`config.mk`:
```
export PLATFORM = sky130hd
export DESIGN_NAME = ir_nec_rx_ctrl
export DESIGN_NICKNAME = d
export VERILOG_FILES = /design/src/rtl/ir_nec_pkg.sv /design/src/rtl/ir_edge_sync.sv /design/src/rtl/ir_nec_rx_ctrl.sv
export SDC_FILE = /design/constraint.sdc
export NUM_CORES = 1
export LEC_CHECK = 0
export ABC_CLOCK_PERIOD_IN_PS = 2200
export CORE_ASPECT_RATIO = 1.2
export CORE_UTILIZATION = 29
export CTS_BUF_LIST = sky130_fd_sc_hd__clkbuf_16
export CTS_CLUSTER_SIZE = 20
export DETAILED_ROUTE_END_ITERATION = 8
export PLACE_DENSITY = 0.47
export SLEW_MARGIN = 20
export SYNTH_ARGS = -nofsm -noshare
export SYNTH_HDL_FRONTEND = slang
export SYNTH_SLANG_ARGS = --single-unit
```
`constraint.sdc`:
```
create_clock -name clk -period 2.2 [get_ports clk]
set_input_delay 0.44 -clock clk [delete_from_list [all_inputs] [get_ports clk]]
set_output_delay 0.44 -clock clk [all_outputs]
set_load 0.1 [all_outputs]
```
`src/rtl/ir_nec_pkg.sv`:
```
// Shared definitions for the NEC IR receiver: FSM state encodings and the
// accepted mark/space width windows, all expressed in measurement ticks.
package ir_nec_pkg;

    localparam logic [2:0] ST_IDLE       = 3'd0;
    localparam logic [2:0] ST_LEAD_MARK  = 3'd1;
    localparam logic [2:0] ST_LEAD_SPACE = 3'd2;
    localparam logic [2:0] ST_BIT_MARK   = 3'd3;
    localparam logic [2:0] ST_BIT_SPACE  = 3'd4;
    localparam logic [2:0] ST_END_MARK   = 3'd5;
    localparam logic [2:0] ST_REP_MARK   = 3'd6;

    // Inclusive windows; a 10 us tick makes 900 ticks the nominal 9 ms leader.
    localparam logic [15:0] LEAD_MARK_MIN  = 16'd800;
    localparam logic [15:0] LEAD_MARK_MAX  = 16'd1000;
    localparam logic [15:0] LEAD_SPACE_MIN = 16'd400;
    localparam logic [15:0] LEAD_SPACE_MAX = 16'd500;
    localparam logic [15:0] REP_SPACE_MIN  = 16'd180;
    localparam logic [15:0] REP_SPACE_MAX  = 16'd270;
    localparam logic [15:0] BIT_MARK_MIN   = 16'd40;
    localparam logic [15:0] BIT_MARK_MAX   = 16'd70;
    localparam logic [15:0] ZERO_SPACE_MIN = 16'd40;
    localparam logic [15:0] ZERO_SPACE_MAX = 16'd70;
    localparam logic [15:0] ONE_SPACE_MIN  = 16'd140;
    localparam logic [15:0] ONE_SPACE_MAX  = 16'd200;

    function automatic logic in_window(input logic [15:0] w,
                                       input logic [15:0] lo,
                                       input logic [15:0] hi);
        return (w >= lo) && (w <= hi);
    endfunction

endpackage

```
`src/rtl/ir_edge_sync.sv`:
```
// Two-flop synchroniser for the asynchronous IR line plus a delay flop that
// turns level changes into single-cycle rise/fall pulses.
module ir_edge_sync (
    input  logic clk,
    input  logic rst_n,
    input  logic din,
    output logic rise,
    output logic fall
);

    logic sync1;
    logic sync2;
    logic dly;

    // Reset to 1 so an idle (high) line produces no edge after reset release.
    always_ff @(posedge clk or negedge rst_n) begin
        if (!rst_n) begin
            sync1 <= 1'b1;
            sync2 <= 1'b1;
            dly   <= 1'b1;
        end else begin
            sync1 <= din;
            sync2 <= sync1;
            dly   <= sync2;
        end
    end

    assign rise = sync2 & ~dly;
    assign fall = ~sync2 & dly;

endmodule

```
`src/rtl/ir_nec_rx_ctrl.sv`:
```
// NEC IR frame decoder: measures mark/space widths in prescaled ticks, walks
// leader/32 data bits/stop, and presents address/command with a ready handshake.
module ir_nec_rx_ctrl
    import ir_nec_pkg::*;
#(
    parameter int TICK_DIV = 120,
    parameter int CNT_W    = 10
) (
    input  logic       clk,
    input  logic       rst_n,
    input  logic       ir_in,
    input  logic       rd_clr,
    output logic       frame_rdy,
    output logic       ovr,
    output logic [7:0] addr,
    output logic [7:0] addr_n,
    output logic [7:0] cmd,
    output logic       rpt,
    output logic       err,
    output logic       busy
);

    localparam int PRE_W = (TICK_DIV > 1) ? $clog2(TICK_DIV) : 1;
    localparam logic [PRE_W-1:0] PRE_LAST = PRE_W'(TICK_DIV - 1);
    localparam logic [CNT_W-1:0] CNT_MAX  = '1;

    logic             mark_start;
    logic             mark_end;
    logic [PRE_W-1:0] pre_cnt;
    logic             tick;
    logic [CNT_W-1:0] width_cnt;
    logic [15:0]      width;
    logic [2:0]       state, state_d;
    logic [4:0]       bit_idx, bit_idx_d;
    logic [31:0]      shreg, shreg_d;
    logic             err_d, rpt_d, load_d;
    logic             have_frame;

    // Line idles high; a falling edge is the start of a carrier burst (mark).
    ir_edge_sync u_sync (
        .clk   (clk),
        .rst_n (rst_n),
        .din   (ir_in),
        .rise  (mark_end),
        .fall  (mark_start)
    );

    always_ff @(posedge clk or negedge rst_n) begin
        if (!rst_n)
            pre_cnt <= '0;
        else if (pre_cnt == PRE_LAST)
            pre_cnt <= '0;
        else
            pre_cnt <= pre_cnt + 1'b1;
    end

    assign tick = (pre_cnt == PRE_LAST);

    always_ff @(posedge clk or negedge rst_n) begin
        if (!rst_n)
            width_cnt <= '0;
        else if (mark_start || mark_end)
            width_cnt <= '0;
        else if (tick && (width_cnt != CNT_MAX))
            width_cnt <= width_cnt + 1'b1;
    end

    assign width = 16'(width_cnt);
    assign busy  = (state != ST_IDLE);

    always_comb begin
        state_d   = state;
        bit_idx_d = bit_idx;
        shreg_d   = shreg;
        err_d     = 1'b0;
        rpt_d     = 1'b0;
        load_d    = 1'b0;
        case (state)
            ST_IDLE: begin
                if (mark_start) state_d = ST_LEAD_MARK;
            end
            ST_LEAD_MARK: begin
                if (mark_end) begin
                    if (in_window(width, LEAD_MARK_MIN, LEAD_MARK_MAX)) begin
                        state_d = ST_LEAD_SPACE;
                    end else begin
                        err_d   = 1'b1;
                        state_d = ST_IDLE;
                    end
                end
            end
            ST_LEAD_SPACE: begin
                if (mark_start) begin
                    if (in_window(width, LEAD_SPACE_MIN, LEAD_SPACE_MAX)) begin
                        state_d   = ST_BIT_MARK;
                        bit_idx_d = 5'd0;
                    end else if (in_window(width, REP_SPACE_MIN, REP_SPACE_MAX)) begin
                        state_d = ST_REP_MARK;
                    end else begin
                        err_d   = 1'b1;
                        state_d = ST_IDLE;
                    end
                end
            end
            ST_BIT_MARK: begin
                if (mark_end) begin
                    if (in_window(width, BIT_MARK_MIN, BIT_MARK_MAX)) begin
                        state_d = ST_BIT_SPACE;
                    end else begin
                        err_d   = 1'b1;
                        state_d = ST_IDLE;
                    end
                end
            end
            // Bits arrive LSB first, so shifting right leaves addr in [7:0].
            ST_BIT_SPACE: begin
                if (mark_start) begin
                    if (in_window(width, ZERO_SPACE_MIN, ZERO_SPACE_MAX) ||
                        in_window(width, ONE_SPACE_MIN, ONE_SPACE_MAX)) begin
                        shreg_d = {in_window(width, ONE_SPACE_MIN, ONE_SPACE_MAX),
                                   shreg[31:1]};
                        if (bit_idx == 5'd31) begin
                            state_d = ST_END_MARK;
                        end else begin
                            bit_idx_d = bit_idx + 5'd1;
                            state_d   = ST_BIT_MARK;
                        end
                    end else begin
                        err_d   = 1'b1;
                        state_d = ST_IDLE;
                    end
                end
            end
            ST_END_MARK: begin
                if (mark_end) begin
                    if (in_window(width, BIT_MARK_MIN, BIT_MARK_MAX) &&
                        ((shreg[23:16] ^ shreg[31:24]) == 8'hFF)) begin
                        load_d = 1'b1;
                    end else begin
                        err_d = 1'b1;
                    end
                    state_d = ST_IDLE;
                end
            end
            ST_REP_MARK: begin
                if (mark_end) begin
                    if (in_window(width, BIT_MARK_MIN, BIT_MARK_MAX) && have_frame)
                        rpt_d = 1'b1;
                    else
                        err_d = 1'b1;
                    state_d = ST_IDLE;
                end
            end
            default: state_d = ST_IDLE;
        endcase
        // A saturated counter means the line stalled; abandon the frame.
        if ((state != ST_IDLE) && !(mark_start || mark_end) && (width_cnt == CNT_MAX)) begin
            err_d   = 1'b1;
            rpt_d   = 1'b0;
            load_d  = 1'b0;
            state_d = ST_IDLE;
        end
    end

    always_ff @(posedge clk or negedge rst_n) begin
        if (!rst_n) begin
            state   <= ST_IDLE;
            bit_idx <= '0;
            shreg   <= '0;
            err     <= 1'b0;
            rpt     <= 1'b0;
        end else begin
            state   <= state_d;
            bit_idx <= bit_idx_d;
            shreg   <= shreg_d;
            err     <= err_d;
            rpt     <= rpt_d;
        end
    end

    // A load coinciding with rd_clr keeps the new frame ready and drops overrun.
    always_ff @(posedge clk or negedge rst_n) begin
        if (!rst_n) begin
            frame_rdy  <= 1'b0;
            ovr        <= 1'b0;
            addr       <= '0;
            addr_n     <= '0;
            cmd        <= '0;
            have_frame <= 1'b0;
        end else if (load_d) begin
            addr       <= shreg[7:0];
            addr_n     <= shreg[15:8];
            cmd        <= shreg[23:16];
            frame_rdy  <= 1'b1;
            have_frame <= 1'b1;
            if (rd_clr)
                ovr <= 1'b0;
            else if (frame_rdy)
                ovr <= 1'b1;
        end else if (rd_clr) begin
            frame_rdy <= 1'b0;
            ovr       <= 1'b0;
        end
    end

endmodule
```
# Yosys cells after proc, flatten, opt, wreduce, memory -nomap -nowiden
# Cells that the tools add are included.
[word_totals]
output_inout_bits = 29
regBits = 89
in_bits = 4
[op_classes]
muxes = 51
bitwise = 5
n_reduce_logical = 24
eq_ne = 22
magnitude_cmp = 10
addsub = 3
[ops]
columns = ["operator", "count"]
rows = [
  ["3-bit 2-to-1 mux", 12],
  ["1-bit 2-to-1 mux", 27],
  ["5-bit 2-to-1 mux", 5],
  ["10-bit by 8-bit >= comparator with 1-bit output (second input constant)", 2],
  ["10-bit by 9-bit less-or-equal comparator with 1-bit output (second input constant)", 2],
  ["10-bit 2-to-1 mux", 2],
  ["3-bit case mux with 6 select lines", 1],
  ["3-bit inequality test (second input constant)", 5],
  ["6-bit AND reduction", 2],
  ["10-bit by 1-bit adder with 10-bit output (second input constant)", 1],
  ["10-bit == test (second input constant)", 1],
  ["10-bit >= comparator (second input constant)", 1],
  ["10-bit by 6-bit >= comparator with 1-bit output (second input constant)", 1],
  ["10-bit by 9-bit >= comparator with 1-bit output (second input constant)", 1],
  ["10-bit less-or-equal comparator (second input constant)", 1],
  ["10-bit by 7-bit less-or-equal comparator with 1-bit output (second input constant)", 1],
  ["10-bit by 8-bit less-or-equal comparator with 1-bit output (second input constant)", 1],
  ["1-bit logical AND", 10],
  ["10-bit inequality test (second input constant)", 1],
  ["2-bit inequality test (second input constant)", 5],
  ["5-bit case mux with 2 select lines", 1],
  ["3-bit == test (second input constant)", 3],
  ["8-bit == test (second input constant)", 1],
  ["2-bit nonzero test", 4],
  ["other kinds (20)", 24],
]

# Logic depth before layout (Yosys ltp)
[depth]
depth_word = 9
ltp_mapped = 9
depth_no_buf = 8

# By module
# A second synthesis with hierarchy kept.
[unflattened]
cells_unflattened = 343
area_unflattened_um2 = 4215.3
[by_module_without_submodules]
columns = ["module", "seq_area_each_um2", "cells_per_inst", "area_per_inst_um2", "n_inst"]
rows = [
  ["ir_nec_rx_ctrl", 2152.1, 338, 4121.5, 1],
  ["ir_edge_sync", 78.8, 5, 93.8, 1],
]

# Worst setup path after synthesis
# Ideal clock, no wire load.
[synth_timing]
path_type = "reg-to-reg"
startpoint = "register state[2]"
endpoint = "register shreg[10]"
t_arrival_ns = 2.461
required_time_ns = 2.075
n_path_buf = 2
synth_period_minus_slack_ns = 2.586
stages_incl_launch_ff = 8
slack_ns = -0.386
path_cell_list = "dfrtp_1 -> buf_2 -> or3_1 -> and3_1 -> o21bai_2 -> nor2_4 -> buf_4 -> mux2_2"
[synth_between]
elab_chain_len = 2
[synth_lines]
columns = ["item", "line", "source"]
rows = [
  ["start: declaration", "ir_nec_rx_ctrl.sv:33", "logic [2:0] state, state_d;"],
  ["start signal: assignment", "ir_nec_rx_ctrl.sv:173", "state <= state_d;"],
  ["3-bit == test", "ir_nec_rx_ctrl.sv:78", "case (state)"],
  ["3-bit AND reduction (no source line)", "--", ""],
  ["end signal: assignment", "ir_nec_rx_ctrl.sv:175", "shreg <= shreg_d;"],
  ["end: declaration", "ir_nec_rx_ctrl.sv:35", "logic [31:0] shreg, shreg_d;"],
]
# Every way passes these cells.
# A chain may end at the register's enable or synchronous reset.

# Final worst setup path
[layout_timing]
startpoint = "register width_cnt[8]"
endpoint = "register cmd[5]"
[layout_between]
elab_chain_len = 7
word_cells_on_any_way = 10
classes_between = "2 x order compare; 1 x eq/ne; 4 x mux; 3 x reduce/logical"
[layout_lines]
columns = ["item", "line", "source"]
rows = [
  ["start: declaration", "ir_nec_rx_ctrl.sv:31", "logic [CNT_W-1:0] width_cnt;"],
  ["start signal: assignment", "ir_nec_rx_ctrl.sv:65", "width_cnt <= width_cnt + 1'b1;"],
  ["10-bit by 6-bit >= comparator with 1-bit output / 10-bit by 7-bit less-or-equal comparator with 1-bit output (equally long branches)", "ir_nec_pkg.sv:30", "return (w >= lo) && (w <= hi);"],
  ["1-bit logical AND", "ir_nec_pkg.sv:30", ""],
  ["1-bit logical AND", "ir_nec_rx_ctrl.sv:136", "if (in_window(width, BIT_MARK_MIN, BIT_MARK_MAX) &&"],
  ["1-bit 2-to-1 mux", "ir_nec_rx_ctrl.sv:136", ""],
  ["1-bit 2-to-1 mux", "ir_nec_rx_ctrl.sv:135", "if (mark_end) begin"],
  ["1-bit 2-to-1 mux", "ir_nec_rx_ctrl.sv:78", ""],
  ["1-bit 2-to-1 mux *", "ir_nec_rx_ctrl.sv:157", "if ((state != ST_IDLE) && !(mark_start || mark_end) && (width_cnt == CNT_MAX)) begin"],
  ["end signal: assignment", "ir_nec_rx_ctrl.sv:193", "cmd <= shreg[23:16];"],
  ["end: declaration", "ir_nec_rx_ctrl.sv:17", "output logic [7:0] cmd,"],
]
# Every way passes the cells marked *; elsewhere a longest branch is shown, timed or not.

==> results.md <==
- Leak: 0.00265 uW
- Crit path kind: reg2reg
- Filler instances: 1,379
- Seq/Total Area, Yosys: 0.526
- First-pass GRT wire length: 14,100 um
- Reg area: 2240 um2
- IO buf count: 32
- Post-Syn Area: 4240 um2
- Worst-Margin Slew: 0.423 ns
- # DRC: 0
- Post-DRT Antenna Nets: 0
- Cell taking the most area after synthesis: dfrtp_1
- Hold_sp: u_sync.sync1$_DFF_PN1_
- Asr flop ratio synth: 1.00
- Ys Warns: 0
- Synth area leaders: dfrtp_1 (51%), mux2_2 (7.4%), mux2_1 (4.8%)
- CTS H-tree depth: 3
- Row count: 48
- Final WS setup: 0.0748 ns
- Detailed Route Iter0 Violations: 137
- Detailed Route WL: 8340 um
- Commonest cells in the synthesized netlist: dfrtp_1 (86), mux2_2 (28), nor2_1 (22)
- Critical Path Source: width_cnt[8]$_DFFE_PN0P_
- Placer congestion estimate: 0.834
- Largest net degree at the start of global routing: 32
- Clock Tree Buf Depth: 2
- RSZ-0062 raised after global routing: yes
- Layout area overhead: 29.8%
- Status: finished clean
- Hold EP: u_sync.sync2$_DFF_PN1_
- Required time of the worst setup path: 2.43 ns
- Syn Area/Cell: 12.2 um2
- Synth Register Bits: 89
- Layout Nets: 434
- Final setup fails: 0
- Most used DFF post-synth: dfrtp_1
- Global route total overflow: 0
- ANT cells: 0
- Total GRT Usage: 0.119
- Drt pass-1 iters: 5
- Vias in the first global route: 2,864
- Post-synth EDFFs: 0
- WHS Path Cells: 0
- FF-to-FF Start: width_cnt[8]$_DFFE_PN0P_
- Core Util, Final: 0.383
- Setup WS pre-CTS: -0.0343 ns
- Die height: 134 um
- Yosys cell types: 60
- Crit. End Element: flip-flop
- Routed WL per cell: 13.8 um
- Final Skew: 0.00707 ns
- Hold WC Path Type: reg2reg
- Period utilization: 0.966
- Post-synth top area share: 0.508
- R2R depth: 6
- Total I/O pin count: 33
- Worst slew margin: 0.715
- Pwr dens: 611 nW/um2
- CTS root buffer: clkbuf_16
- # clock sinks: 89
- Core Area: 14,400 um2
- CTS tree: yes
- DR vias: 2,803
- Synth Instances: 347
- Peak fanout along the critical path: 9
- Clk slew on worst S/H paths: 0.06 ns
- R2R Setup Slk: 0.07 ns
- TNS Setup: 0 ns
- Clk Latency, worst-skew pair: 0.35 ns
- Max-cap violation count: 0
- Multi-input logic area: 1980 um2
- Total die area: 15,100 um2
- Initial antenna violation count: 0
- TritonCTS buffer count: 9
- Starting Density: 0.295
- Synthesized Nets: 358
- Cell total after placement: 576
- Die width: 112 um
- Share of cells above drive strength 1: 0.386
- Startpoint Class: flip-flop
- Via/cell ratio: 4.65
- IR drop worst, VDD: 0.350 mV
- Top-count cell post-synth: dfrtp_1
- Min Tclk post-route: 2.13 ns
- Final Slew Violations: 0
- Final non-filler cell total: 603
- Max frequency: 471 MHz
- DPL Wire Length: 5800 um
- Hold Vio Cnt, Final: 0
- Critical path arrival: 2.35 ns
- Reg-to-Reg End: cmd[5]$_DFFE_PN0P_
==> repair_timing <==
item | 4_1_cts | 5_1_grt
pin swaps | 0 | 5
cloned | 0 | 3
resized for setup | 2 | 28
hold buffers | 1 | 0
setup buffers | 0 | 7
setup endpoints to repair | 15 | 60
hold endpoints to repair | 20 | 0
==> per-layer routing <==
layer | routed length (um) | vias up | global-route usage
li1 | - | 1386 | -
met1 | 4000 | 1359 | 0.153
met2 | 3980 | 47 | 0.189
met3 | 195 | 11 | 0.0249
met4 | 174 | 0 | 0.0600
met5 | 0 | - | 0
==> state kept, by name, summed over array words and instances, names as in the netlist <==
signal / cells
err: 1
pre_cnt: 7
addr_n: 8
u_sync.sync1: 1
frame_rdy: 1
u_sync.sync2: 1
state: 3
rpt: 1
addr: 8
ovr: 1
have_frame: 1
width_cnt: 10
cmd: 8
shreg: 32
bit_idx: 5
u_sync.dly: 1
==> stage by stage <==
stage	hold WS (ns)	cell area, um2	power [uW]
finish	0.355	5500	3360
global route	0.366	5500	3500
CTS	0.357	5260	3420
detailed placement	0.348	4940	1860
global placement	0.347	4940	1860
floorplan	0.144	4270	1770
==> critical path, cell delays in order (launching register included) <==
cell and delay, ns:
dfrtp_1 0.37, or3_1 0.46, nor4_4 0.32, nor3b_4 0.25
buf_4 0.15, clkbuf_16 0.16, mux2_4 0.30
==> placed cells by master (no fill, tap or decap), drive strengths merged, types with 4 or more instances in the layout <==
master / count
mux2: 56
or2: 4
xnor2: 5
and2: 9
xor2: 14
nor2: 24
nand3: 8
nand4: 7
nand2b: 7
nor3: 8
buf: 75
nand2: 16
ha: 7
a21oi: 7
dfrtp: 86
a21o: 4
o21ai: 15
inv: 10
o31ai: 4
clkbuf: 12
clkinv: 4
nor3b: 4
==> logic make-up after synthesis <==
group	Yosys count	share of synthesized area
muxes	58	0.162
buffers and inverters	25	0.0387
adders and majority gates	7	0.0207
DFF	89	0.526
xor gates and xnor gates	19	0.0393
and+or+nand+nor	102	0.137
AOI/OAI and AO/OA	47	0.0756
==> power by group <==
| group | total, uW | internal [uW] | switching [uW] |
|---|---|---|---|
| registers | 1650 | 1650 | 4.01 |
| logic | 180 | 63.0 | 117 |
| clock network | 1530 | 880 | 654 |
==> worst max-delay path by stage <==
stage / endpoint / slack, ns
after floorplan: shreg[12]$_DFFE_PN0P_ / -0.002
after global placement: cmd[2]$_DFFE_PN0P_ / 0.003
after detailed placement: addr[3]$_DFFE_PN0P_ / -0.03
after CTS: addr[3]$_DFFE_PN0P_ / -0.001
after global routing: addr[4]$_DFFE_PN0P_ / -0.03
final: cmd[5]$_DFFE_PN0P_ / 0.07
==> cell type report <==
cell class	count	area share
Sequential cell	89	0.406
Multi-Input combinational cell	233	0.359
Timing Repair Buffer	81	0.135
Clock buffer	9	0.0409
Tap cell	175	0.0398
Clock inverter	7	0.0127
Inverter	9	0.00614
(Power assumes the default switching activity.)
